<file path="src/rtl/mem_arbiter.sv">
// Round-robin arbiter sharing one memory port between the CPU control unit and
// the debug/loader port, with latched requests and a transfer watchdog.
module mem_arbiter #(
  parameter int ADDR_WIDTH     = 8,
  parameter int DATA_WIDTH     = 8,
  parameter int TIMEOUT_CYCLES = 255
) (
  input  logic                  clock,
  input  logic                  reset,
  input  logic [1:0]            cpu_op,
  input  logic [ADDR_WIDTH-1:0] cpu_addr,
  input  logic [DATA_WIDTH-1:0] cpu_wdata,
  output logic [DATA_WIDTH-1:0] cpu_rdata,
  output logic                  cpu_done,
  input  logic [1:0]            dbg_op,
  input  logic [ADDR_WIDTH-1:0] dbg_addr,
  input  logic [DATA_WIDTH-1:0] dbg_wdata,
  output logic [DATA_WIDTH-1:0] dbg_rdata,
  output logic                  dbg_done,
  output logic [1:0]            mem_op,
  output logic [ADDR_WIDTH-1:0] mem_addr,
  output logic [DATA_WIDTH-1:0] mem_wdata,
  input  logic [DATA_WIDTH-1:0] mem_rdata,
  input  logic                  mem_done,
  output logic                  grant,
  output logic                  busy,
  output logic                  timeout_err,
  input  logic                  err_clear
);

  typedef enum logic [1:0] {
    MEM_NOP   = 2'd0,
    MEM_READ  = 2'd1,
    MEM_WRITE = 2'd2
  } mem_ctrl_op_e;

  typedef enum logic {IDLE, XFER} state_e;

  localparam int CNT_W = (TIMEOUT_CYCLES > 1) ? $clog2(TIMEOUT_CYCLES) : 1;
  localparam logic [CNT_W-1:0] TO_LAST =
    CNT_W'((TIMEOUT_CYCLES > 0) ? TIMEOUT_CYCLES - 1 : 0);

  function automatic logic [CNT_W-1:0] sat_inc(input logic [CNT_W-1:0] v);
    return (v == {CNT_W{1'b1}}) ? v : v + 1'b1;
  endfunction

  state_e          state, state_nxt;
  logic            grant_nxt;
  logic            cpu_req, dbg_req;
  logic            take, xfer_end, to_hit;
  logic [CNT_W-1:0] cnt;
  logic [DATA_WIDTH-1:0] done_rdata;

  assign cpu_req = (cpu_op == MEM_READ) || (cpu_op == MEM_WRITE);
  assign dbg_req = (dbg_op == MEM_READ) || (dbg_op == MEM_WRITE);

  always_comb begin
    state_nxt = state;
    grant_nxt = grant;
    take      = 1'b0;
    xfer_end  = 1'b0;
    to_hit    = 1'b0;
    case (state)
      IDLE: begin
        if (cpu_req || dbg_req) begin
          take      = 1'b1;
          // Under contention the previous owner yields.
          grant_nxt = (cpu_req && dbg_req) ? ~grant : dbg_req;
          state_nxt = XFER;
        end
      end
      XFER: begin
        if (mem_done) begin
          xfer_end  = 1'b1;
          state_nxt = IDLE;
        end else if ((TIMEOUT_CYCLES != 0) && (cnt == TO_LAST)) begin
          xfer_end  = 1'b1;
          to_hit    = 1'b1;
          state_nxt = IDLE;
        end
      end
      default: state_nxt = IDLE;
    endcase
  end

  // Completion is steered to the owner in the same cycle; an abort returns zero data.
  assign done_rdata = mem_done ? mem_rdata : '0;
  assign cpu_done   = xfer_end & ~grant;
  assign dbg_done   = xfer_end & grant;
  assign cpu_rdata  = cpu_done ? done_rdata : '0;
  assign dbg_rdata  = dbg_done ? done_rdata : '0;

  always_ff @(posedge clock or posedge reset) begin
    if (reset) begin
      state       <= IDLE;
      grant       <= 1'b1;
      busy        <= 1'b0;
      mem_op      <= MEM_NOP;
      mem_addr    <= '0;
      mem_wdata   <= '0;
      cnt         <= '0;
      timeout_err <= 1'b0;
    end else begin
      state <= state_nxt;
      grant <= grant_nxt;
      if (take) begin
        mem_op    <= grant_nxt ? dbg_op    : cpu_op;
        mem_addr  <= grant_nxt ? dbg_addr  : cpu_addr;
        mem_wdata <= grant_nxt ? dbg_wdata : cpu_wdata;
        busy      <= 1'b1;
        cnt       <= '0;
      end else if (xfer_end) begin
        mem_op <= MEM_NOP;
        busy   <= 1'b0;
      end else if (state == XFER) begin
        cnt <= sat_inc(cnt);
      end
      if (to_hit) begin
        timeout_err <= 1'b1;
      end else if (err_clear) begin
        timeout_err <= 1'b0;
      end
    end
  end

endmodule

</file>
<file path="config.mk">
export PLATFORM = sky130hd
export DESIGN_NAME = mem_arbiter
export DESIGN_NICKNAME = d
export VERILOG_FILES = /design/src/rtl/mem_arbiter.sv
export SDC_FILE = /design/constraint.sdc
export NUM_CORES = 1
export LEC_CHECK = 0
export BUFFER_PORTS_ARGS = -buffer_cell sky130_fd_sc_hd__buf_2
export CAP_MARGIN = 10
export CORE_ASPECT_RATIO = 0.75
export CORE_MARGIN = 4
export CORE_UTILIZATION = 48
export CTS_CLUSTER_SIZE = 25
export DETAILED_ROUTE_END_ITERATION = 12
export GPL_TIMING_DRIVEN = 0
export PLACE_DENSITY = 0.95
export SYNTH_ARGS = -nofsm -noshare
export SYNTH_HDL_FRONTEND = slang
export SYNTH_SLANG_ARGS = --single-unit
export TNS_END_PERCENT = 20
</file>
<file path="constraint.sdc">
create_clock -name clock -period 3.2 [get_ports clock]
set_clock_uncertainty 0.1 [all_clocks]
set_input_delay 0.16 -clock clock [delete_from_list [all_inputs] [get_ports clock]]
set_output_delay 0.16 -clock clock [all_outputs]
set_load 0.01 [all_outputs]
</file>
### After elaboration in Yosys (flattened, before gate mapping)

Index checks and enable logic that the tools add are counted.

* register bits after elaboration: 30
* input bits: 48
* output and inout port bits: 39
* word-level logic and storage cells: 58

* add/subtract/negate cells: 1
* equal/unequal tests: 8
* multiplexer cells: 29
* bitwise gates (word level): 4
* reduce and logical (&&, ||, !) cells: 8

Operators by type and width (number)
* $mux 8: 9
* $eq 8x8->1 const B: 2
* $mux 1: 16
* $add 8x1->8 const B: 1
* $mux 2: 3
* $reduce_bool 2->1: 3
* $eq 2x1->1 const B: 2
* $eq 2x2->1 const B: 2
* $ne 2x2->1 const B: 2
* $logic_or 1x1->1: 3
* $reduce_and 3->1: 1
* $and 1x1->1: 2
* $not 1->1: 2
* $pmux 1 s2: 1
* $logic_and 1x1->1: 1

### Logic depth before layout (Yosys ltp)

Gate-level depths: netlist of run 1.

* word-level depth: 8
* depth in mapped cells: 6
* mapped depth without buffers: 6

### Worst setup path after synthesis of run 1

No wires, ideal clock.

* path kind: reg2reg
* from: register cnt[0]
* to: register cnt[1]
* library setup time: 0.121 ns
* data arrival time: 1.355 ns
* required time: 2.979 ns
* slack: 1.623 ns
* cell stages (with the launch flop): 7
* path buffers: 0
* clock period less this slack: 1.577 ns
* cells stage by stage: dfrtp_1 > inv_1 > ha_1 > or2_2 > a31o_2 > mux2i_1 > nor2_1

* word-level cells in the longest chain between the ends: 6
* elaborated cells between the ends (all ways): 13
* classes of those cells: 1 x add/sub; 4 x eq/ne; 7 x mux; 1 x reduce/logical

Ends and longest elaborated chain
* start: declaration: RTL line 51 `logic [CNT_W-1:0] cnt;`
* start signal: assignment: RTL line 116 `cnt <= sat_inc(cnt);`
* parallel branches: the longest is 6 deep, another holds $add 8x1->8

Several ways; the timed one is not identified. The select of a mux whose other input is x is not followed.
A chain may end at the register's enable or synchronous reset.

### Worst setup path after layout of run 1

* from: register grant
* to: output port cpu_rdata[7]

* word-level cells in the longest chain between the ends: 3

Ends and longest elaborated chain
* start: declaration: RTL line 25 `output logic grant,`
* start signal: assignment: RTL line 105 `grant <= grant_nxt;`
* $not 1->1: RTL line 88 `assign cpu_done = xfer_end & ~grant;`
* $and 1x1->1: RTL line 88
* $mux 8: RTL line 90 `assign cpu_rdata = cpu_done ? done_rdata : '0;`
* end: declaration: RTL line 13 `output logic [DATA_WIDTH-1:0] cpu_rdata,`

No other way between the ends.

==> metrics, run 1 <==
CP Capture Type output port; max-slew violations 0; Synth Cell Area 0.00163 mm²; Met2 Wirelength 2100 µm; area delta synth->final 37.7%; fin crit share 64.0%; CP bufs+invs 3; vias per cell 5.10; Worst Reg-to-Reg Cells 6; Place WS 1460 ps; count of final setup violators 0; DRT iter0 DRCs 40; maximum fanout along the worst path 9; row count 18; DIE WIDTH roughly 75 µm; CTS clk-pin slew, worst paths approximately 60 ps; post_cts resized 0; Syn. warnings 0; # diodes 0; # port buffers 85; Worst Hold Class in -> reg; Net Sw Frac 39.3%; Post-synth EDFFs 0; die height slightly below 60 µm; Pwr Total 1.61 mW; die area 0.00440 mm²; Hold Vio Cnt, Final 0; initial antenna violation count 0; setup ws final 1150 ps; NetSw 0.633 mW; crit-path cells clkbuf_1, inv_1, nand2_1, nor2_1, buf_2; leakage 1.13 nW; fin cells ~330; Async S/R FF share, synth 100%; First-pass DRT Iterations 4; Post-CTS Setup Bufs 0; slowest stage delay, CP 520 ps; Seq cells post-synth 30; core region area between 0.003 and 0.004 mm²; WHS Endpoint mem_addr[4]$_DFFE_PP0P_; DP HPWL 3140 µm; Longest Clk Path Bufs 2; Initial Util 49.9%; Tmin final 2050 ps; worst vdd ir 0.000572 V; # clock sinks 30; Via Count about 1,700; internal power 0.979 mW; wirelength, routed slightly above 4000 µm; pin count of the biggest net entering global routing 31; Max-Cap Viols 0; met3 WL 241 µm; Clock Tree Root clkbuf_8; Max Used Layer met4; WL met1 1720 µm; Finished Cell Area 0.00224 mm²; Worst EP arrival 1790 ps; Worst Path Required 2940 ps; dpl cells 314; gpl congestion ~0.85; Mapped Nets around 240; setup TNS 0 ps; WS Path Type reg -> out; share of cells above drive strength 1 37.9%; unrepaired setup endpoints after global routing false; Worst path slowest cell dfstp_2; share of power burned in registers 36.8%; Hold Path Stages 3; GRT Util Overall approximately a fifth; Detail Route Antenna Nets 0; r2r setup slk around 1500 ps; I/O pin total a little under 90; total CTS buffers 5; WL/cell 12.7 µm; status completed; vias in the first global route 1,582; CTS tree done; pwr dens 718 mW/mm²; ys flop type dfrtp_1; combinational power share about 44%; startpoint of the worst hold path dbg_addr[4]; Seq/Total Area, Yosys 46.1%; total number of H-tree levels 2; DR DRC count 0; Final nets 334; Worst-Margin Slew 506 ps; worst relative slew slack 66.3%; Synth Instances 189; RR Endpoint cnt[1]$_DFFE_PP0P_; global route overflow 0; count of cell types in the netlist 38; Clock Power Share 19.1%; achievable frequency 488 MHz; delay-heaviest family, CP buffers and inverters; cell area after placement 0.00211 mm²; first-pass GRT wire length 6620 µm; reg2reg start cnt[0]$_DFFE_PP0P_; syn_area_per_cell 8.63 µm²; Clock Latency Late Sink 280 ps; crit start category flop
cell type report:
type	count	area [µm²]
Sequential cell	30	752
Timing Repair Buffer	88	473
Tap cell	40	50.0
Inverter	7	26.3
Clock buffer	7	86.3
Multi-Input combinational cell	141	795
Buffer	11	57.6
Fill cell	260	1020
Clock inverter	1	5.00
worst min-delay path, stage by stage:
cell and delay [ps]:
buf_2 80, o22ai_1 50, nor2_1 70
synth_stat cells, types with 2 or more instances:
master,instances,area share [%]
a21oi_1,5,1.5
a311oi_1,3,1.6
a31oi_1,6,2.3
and3_1,3,1.2
buf_2,4,1.2
clkbuf_1,4,0.92
dfrtp_1,29,45
ha_1,2,1.5
inv_1,7,1.6
nand2_1,16,3.7
nand3_1,4,1.2
nor2_1,56,13
o21ai_0,7,2.1
o22ai_1,16,6.1
o22ai_2,2,1.5
o31ai_1,2,0.92
xnor2_1,2,1.1
per-layer routing:
metal / vias up / global-route usage, %
li1: 844 / -
met1: 760 / 23.6
met2: 48 / 33.5
met3: 7 / 5.12
met4: 0 / 5.99
met5: - / 0
sequential cells by signal, indices dropped and copies added, names as in the netlist:
register,cells
cnt,8
mem_addr,8
mem_wdata,8
mem_op,2
busy,1
grant,1
state,1
timeout_err,1
power by group through the flow:
stage                     Combinational [mW]  Sequential [mW]  Clock (mW)
after CTS                              0.713            0.593       0.315
after floorplan                        0.386            0.654           0
after detailed placement               0.708            0.599           0
after global placement                 0.690            0.591           0
final                                  0.710            0.593       0.308
after global routing                   0.793            0.609       0.327
metrics by stage:
stage | utilization [%] | hold slack, ps
after floorplan | - | 150
after global placement | 64.5 | 254
after detailed placement | 64.5 | 282
after CTS | 67.6 | 17.3
after global routing | 68.7 | 14.7
final | 68.7 | 20.3
how the worst max path moves through the flow:
stage                       startpoint            endpoint  cells after the start
floorplan           cnt[0]$_DFFE_PP0P_  cnt[1]$_DFFE_PP0P_                      6
finish                 grant$_DFF_PP1_        cpu_rdata[7]                      5
detailed placement     grant$_DFF_PP1_        cpu_rdata[7]                      5
global placement       grant$_DFF_PP1_        cpu_rdata[7]                      5
CTS                    grant$_DFF_PP1_        cpu_rdata[7]                      5
global route           grant$_DFF_PP1_        cpu_rdata[7]                      5
logic make-up after synthesis:
kind of cell             share of synthesized area [%]
AO/OA/AOI/OAI                                     21.1
XOR/XNOR                                          2.61
adder cells (fa/ha/maj)                           1.53
buffers and inverters                             5.14
flip-flops                                        46.1
multiplexers                                     0.614
AND/OR/NAND/NOR                                   22.9
layout by cell type (no fill, tap or decap), types with 3 or more instances in the layout:
master,n
buf_2,89
nor2_1,56
and3_1,3
nand3_1,4
o21ai_0,7
dfrtp_1,29
clkbuf_8,6
clkbuf_1,5
a21oi_1,5
a311oi_1,3
o22ai_1,16
inv_1,7
nand2_1,16
a31oi_1,6
timing repair:
| item | in CTS | in global routing |
|---|---|---|
| hold endpoints to repair | 1 | 7 |
| endpoints found under the setup margin | 0 | 0 |
| hold buffers | 1 | 1 |
No activity file was read; power rests on OpenSTA's default activity.
==> inputs of run 2 (changes only) <==
Settings changed: CORE_UTILIZATION 48 to 40, PLACE_DENSITY 0.95 to 0.87.
Clock period 3.2 ns to 1.87 ns, I/O delays scaled along.
==> run 2 against run 1 <==
Via count increased by 10%. Register-to-register slack got worse by 1400 ps. Critical path type is now reg -> reg. Final cell count increased by 13%. Clock-buffer cell count unchanged.
==> metrics, run 2 (synthesis gave the netlist of run 1 again) <==
status completed; # port buffers 85; row count 19; Hold Vio Cnt, Final 0; fin crit share 97.7%; # diodes 0; Worst Path Required 1930 ps; area delta synth->final 57.3%; I/O pin total 87; count of final setup violators 0; core region area 0.00378 mm²; Tmin final approximately 1800 ps; unrepaired setup endpoints after global routing true; DR DRC count 0; vias per cell between 5 and 6; Clock Latency Late Sink 270 ps; CTS clk-pin slew, worst paths approximately 60 ps; DIE WIDTH 81.7 µm; DP HPWL between 3000 and 4000 µm; die height roughly 63 µm; DRT iter0 DRCs 93; Max-Cap Viols 0; Longest Clk Path Bufs 2; most common cell after layout, fill and taps aside buf_2; commonest non-fill, non-tap cells in the layout buf_2, nor2_1, dlygate4sd3_1; maximum fanout along the worst path 9; Final nets 363; biggest regs cnt: 8 flops, mem_addr: 8 flops, mem_wdata: 8 flops; WS Path Type reg -> reg; reg2reg start grant$_DFF_PP1_; first-pass GRT wire length 8070 µm; initial antenna violation count 0; share of cells above drive strength 1 35.4%; worst relative slew slack 69.7%; First-pass DRT Iterations 4; RR Endpoint mem_wdata[7]$_DFFE_PP0P_; global route overflow 0; Fillers around 310; GRT Util Overall 19.6%; CTS tree done; gpl congestion about 0.85; Clock Tree Root clkbuf_8; leakage 1.27 nW; wirelength, routed 4870 µm; Worst Hold Class in -> reg; Detail Route Antenna Nets 0; total CTS buffers 5; crit path launch grant$_DFF_PP1_; crit path to mem_wdata[7]$_DFFE_PP0P_; Place WS 163 ps; worst vdd ir 0.000788 V; Via Count 1,833; pwr dens ~1100 mW/mm²; vias in the first global route 1,824; Initial Util 43.1%; crit start category flop; CP Capture Type flop; r2r setup slk 40 ps; WL/cell 13.3 µm; setup TNS 0 ps; Worst-Margin Slew 454 ps; pin count of the biggest net entering global routing 31; Worst EP arrival 1890 ps; max-slew violations 0; die area around 0.0052 mm²; setup ws final 43.6 ps; final core occ around two thirds; Post-CTS Setup Bufs 0; achievable frequency approximately 550 MHz; Worst Reg-to-Reg Cells 4; total number of H-tree levels 2; # clock sinks 30
## run 2: changes by cell type in the layout (fill, tap and decap cells not counted)
cell	change
dlygate4sd3_1	+30
o22ai_1	-1
clkbuf_1	-3
clkbuf_2	+2
o22ai_2	+1
## run 2: through the flow
stage | std cells | cell area [µm²] | total power, mW | hold WS [ps]
2_1_floorplan | 189 | 1630 | 1.78 | 83.6
3_3_place_gp | 326 | 2120 | 2.21 | 186
3_5_place_dp | 326 | 2120 | 2.24 | 193
4_1_cts | 364 | 2520 | 2.85 | 4.79
5_1_grt | 366 | 2560 | 3.09 | 41.7
6_report | 366 | 2560 | 2.87 | 11.4
## run 2: power breakdown
| part | switching, mW | total (mW) | internal [mW] |
|---|---|---|---|
| Sequential | 0.164 | 1.05 | 0.887 |
| Combinational | 0.727 | 1.29 | 0.561 |
| Clock | 0.233 | 0.529 | 0.296 |
## run 2: layout make-up
class	instances	area [µm²]	share of cell area [%]
multi-input combinational	141	801	31.2
timing repair buffer	118	773	30.1
inverter	7	26.3	1.02
clock inverter	1	5.00	0.195
tap	52	65.1	2.54
buffer	10	56.3	2.20
sequential	30	752	29.3
clock buffer	7	86.3	3.37
## run 2: how the worst min path moves through the flow
stage                            from                       to  cells after the start
after floorplan                 reset         busy$_DFFE_PP0P_                      1
after global placement      err_clear  timeout_err$_DFFE_PP0P_                      2
after detailed placement    err_clear  timeout_err$_DFFE_PP0P_                      2
after CTS                 cpu_addr[6]  mem_addr[6]$_DFFE_PP0P_                      3
after global routing      cpu_addr[6]  mem_addr[6]$_DFFE_PP0P_                      3
final                     cpu_addr[1]  mem_addr[1]$_DFFE_PP0P_                      3
## run 2: critical path, cell delays in order (launching register included)
cell and delay (ps):
dfstp_2 630, o211ai_4 150, o22ai_1 180, dlygate4sd3_1 590, nor2_1 60
## run 2: timing repair
action	CTS	global route
hold endpoints to repair	17	13
setup endpoints to repair	18	21
hold buffers	31	1
pin swaps	0	0
gates resized for setup	0	5
## run 2: metal layers
metal / vias up / wire length (µm) / GRT usage [%]
met3: 5 / 309 / 4.99
met2: 55 / 2550 / 33.3
met1: 866 / 1980 / 24.6
li1: 907 / - / -
met5: - / 0 / 0
met4: 0 / 25 / 5.19
==> inputs of run 3 (changes only) <==
Settings changed: CORE_UTILIZATION 40 to 38, PLACE_DENSITY 0.87 to 0.84.
==> run 3 against run 2 <==
Worst setup slack improved by 12 ps. Non-clock buffer count rose by 1. Sequential power barely moved. Routed wire length rose by 2.0%. Via count fell by 1.6%. Core utilization fell by 5.1 points. Register-to-register slack barely moved. Die area rose by 4.7%. Final cell count rose by 1.1%. Critical path type unchanged. Largest power group unchanged.
==> metrics, run 3 (synthesis gave the netlist of run 1 again) <==
status completed; Hold Vio Cnt, Final 0; Worst EP arrival ~1900 ps; worst relative slew slack between 50% and 60%; Clock Latency Late Sink 280 ps; Post-CTS Setup Bufs 0; most common cell after layout, fill and taps aside buf_2; die height about 65 µm; DR DRC count 0; NetSw 1.11 mW; gr busiest metal met2; Hold Path Stages 3; unrepaired setup endpoints after global routing true; Worst Hold Class in -> reg; Net Sw Frac between 30% and 40%; Sequential Area 752 µm²; max-slew violations 0; # clock sinks 30; Worst path slowest cell dfstp_2; footprint of the multi-input gates 795 µm²; Place WS 166 ps; core region area slightly above 0.004 mm²; initial antenna violation count 0; GRT Util Overall 18.6%; Worst Reg-to-Reg Cells 4; internal power 1.85 mW; biggest regs cnt: 8 flops, mem_addr: 8 flops, mem_wdata: 8 flops; DIE WIDTH between 80 and 90 µm; # port buffers 85; setup ws final 55.4 ps; pwr dens 1150 mW/mm²; Final nets 364; Initial Util 39.7%; Via Count 1,804; gpl congestion between 0.7 and 0.8; DRT iter0 DRCs roughly 110; Longest Clk Path Bufs 2; reg2reg start grant$_DFF_PP1_; CTS tree done; CTS clk-pin slew, worst paths 60 ps; crit start category flop; CP Capture Type flop; row count 20; share of cells above drive strength 1 34.6%; fin crit share 97.0%; First-pass DRT Iterations 4; Clock Power Share a little over a fifth; Detail Route Antenna Nets 0; RR Endpoint mem_addr[6]$_DFFE_PP0P_; setup TNS 0 ps; # diodes 0; maximum fanout along the worst path 9; met3 global-route usage around 5%; achievable frequency 551 MHz; crit-path cells o211ai_4, o22ai_1, dlygate4sd3_1, nor2_1; Max-Cap Viols 0; die area between 0.005 and 0.006 mm²; wirelength, routed 4960 µm; startpoint of the worst hold path cpu_wdata[1]; grt met1 use between 20 and 25%; commonest non-fill, non-tap cells in the layout buf_2, nor2_1, dlygate4sd3_1; vias in the first global route approximately 1,800; count of final setup violators 0; Worst Path Required 1950 ps; share of power burned in registers 35.3%; I/O pin total 87; met2 Use GR between 30% and 40%; Worst-Margin Slew 633 ps; WS Path Type reg -> reg; total CTS buffers 5; Tmin final around 1800 ps; r2r setup slk 60 ps; area delta synth->final 57.9%; dpl cells 329; combinational power share 43.4%; total number of H-tree levels 2; Clock Tree Root clkbuf_8; pin count of the biggest net entering global routing 31; DP HPWL 3190 µm; WHS Endpoint mem_wdata[1]$_DFFE_PP0P_; leakage 1.28 nW; Fillers between 300 and 400; WL/cell about 13 µm; worst vdd ir 0.000663 V; global route overflow 0; vias per cell 4.88; fin cells 370; slowest stage delay, CP about 630 ps; first-pass GRT wire length 8130 µm
==> run 3: power by group through the flow <==
stage               Clock [mW]  Sequential, mW  Combinational, mW
CTS                      0.637            1.04               1.27
floorplan                    0            1.12              0.661
finish                   0.630            1.05               1.28
detailed placement           0            1.03               1.21
global route             0.672            1.08               1.43
global placement             0            1.01               1.19
==> run 3: worst max path at each step <==
| stage | slack [ps] | depth (start not counted) | to | from |
|---|---|---|---|---|
| global placement | 190 | 5 | mem_addr[0]$_DFFE_PP0P_ | grant$_DFF_PP1_ |
| CTS | 20 | 4 | dbg_rdata[2] | state$_DFF_PP0_ |
| detailed placement | 170 | 5 | mem_wdata[1]$_DFFE_PP0P_ | grant$_DFF_PP1_ |
| global route | -30 | 4 | mem_addr[6]$_DFFE_PP0P_ | grant$_DFF_PP1_ |
| finish | 60 | 4 | mem_addr[6]$_DFFE_PP0P_ | grant$_DFF_PP1_ |
| floorplan | 290 | 6 | cnt[1]$_DFFE_PP0P_ | cnt[0]$_DFFE_PP0P_ |
==> run 3: what timing repair did <==
| item | in CTS | in global routing |
|---|---|---|
| hold buffers | 32 | 1 |
| setup endpoints to repair | 18 | 22 |
| endpoints found under the hold margin | 17 | 15 |
| gates resized for setup | 0 | 3 |
==> run 3: critical path, delay by kind of cell, from the launching register on <==
kind	cells	cell delay, ps
compound gates	2	340
flops	1	630
buf+inv	1	580
simple gates	1	40
==> run 3: metrics by stage <==
step	util [%]	hold slack, ps	power (mW)	area [µm²]
4_1_cts	62.1	6.82	2.95	2550
3_3_place_gp	51.8	195	2.20	2120
3_5_place_dp	51.8	212	2.24	2120
2_1_floorplan	-	83.6	1.78	1630
5_1_grt	62.7	22.2	3.18	2570
6_report	62.7	5.20	2.96	2570
==> run 3: per-layer routing <==
metal  vias to the layer above  routed length, µm
li1                        906                  -
met1                       841               2050
met2                        49               2580
met3                         8                275
met4                         0                 53
met5                         -                  0
==> run 3: final cells by class <==
type	count	share of cell area, %
Buffer	10	2.19
Clock buffer	7	2.96
Clock inverter	1	1.17
Inverter	7	1.02
Multi-Input combinational cell	141	30.9
Sequential cell	30	29.2
Tap cell	55	2.67
Timing Repair Buffer	119	29.9
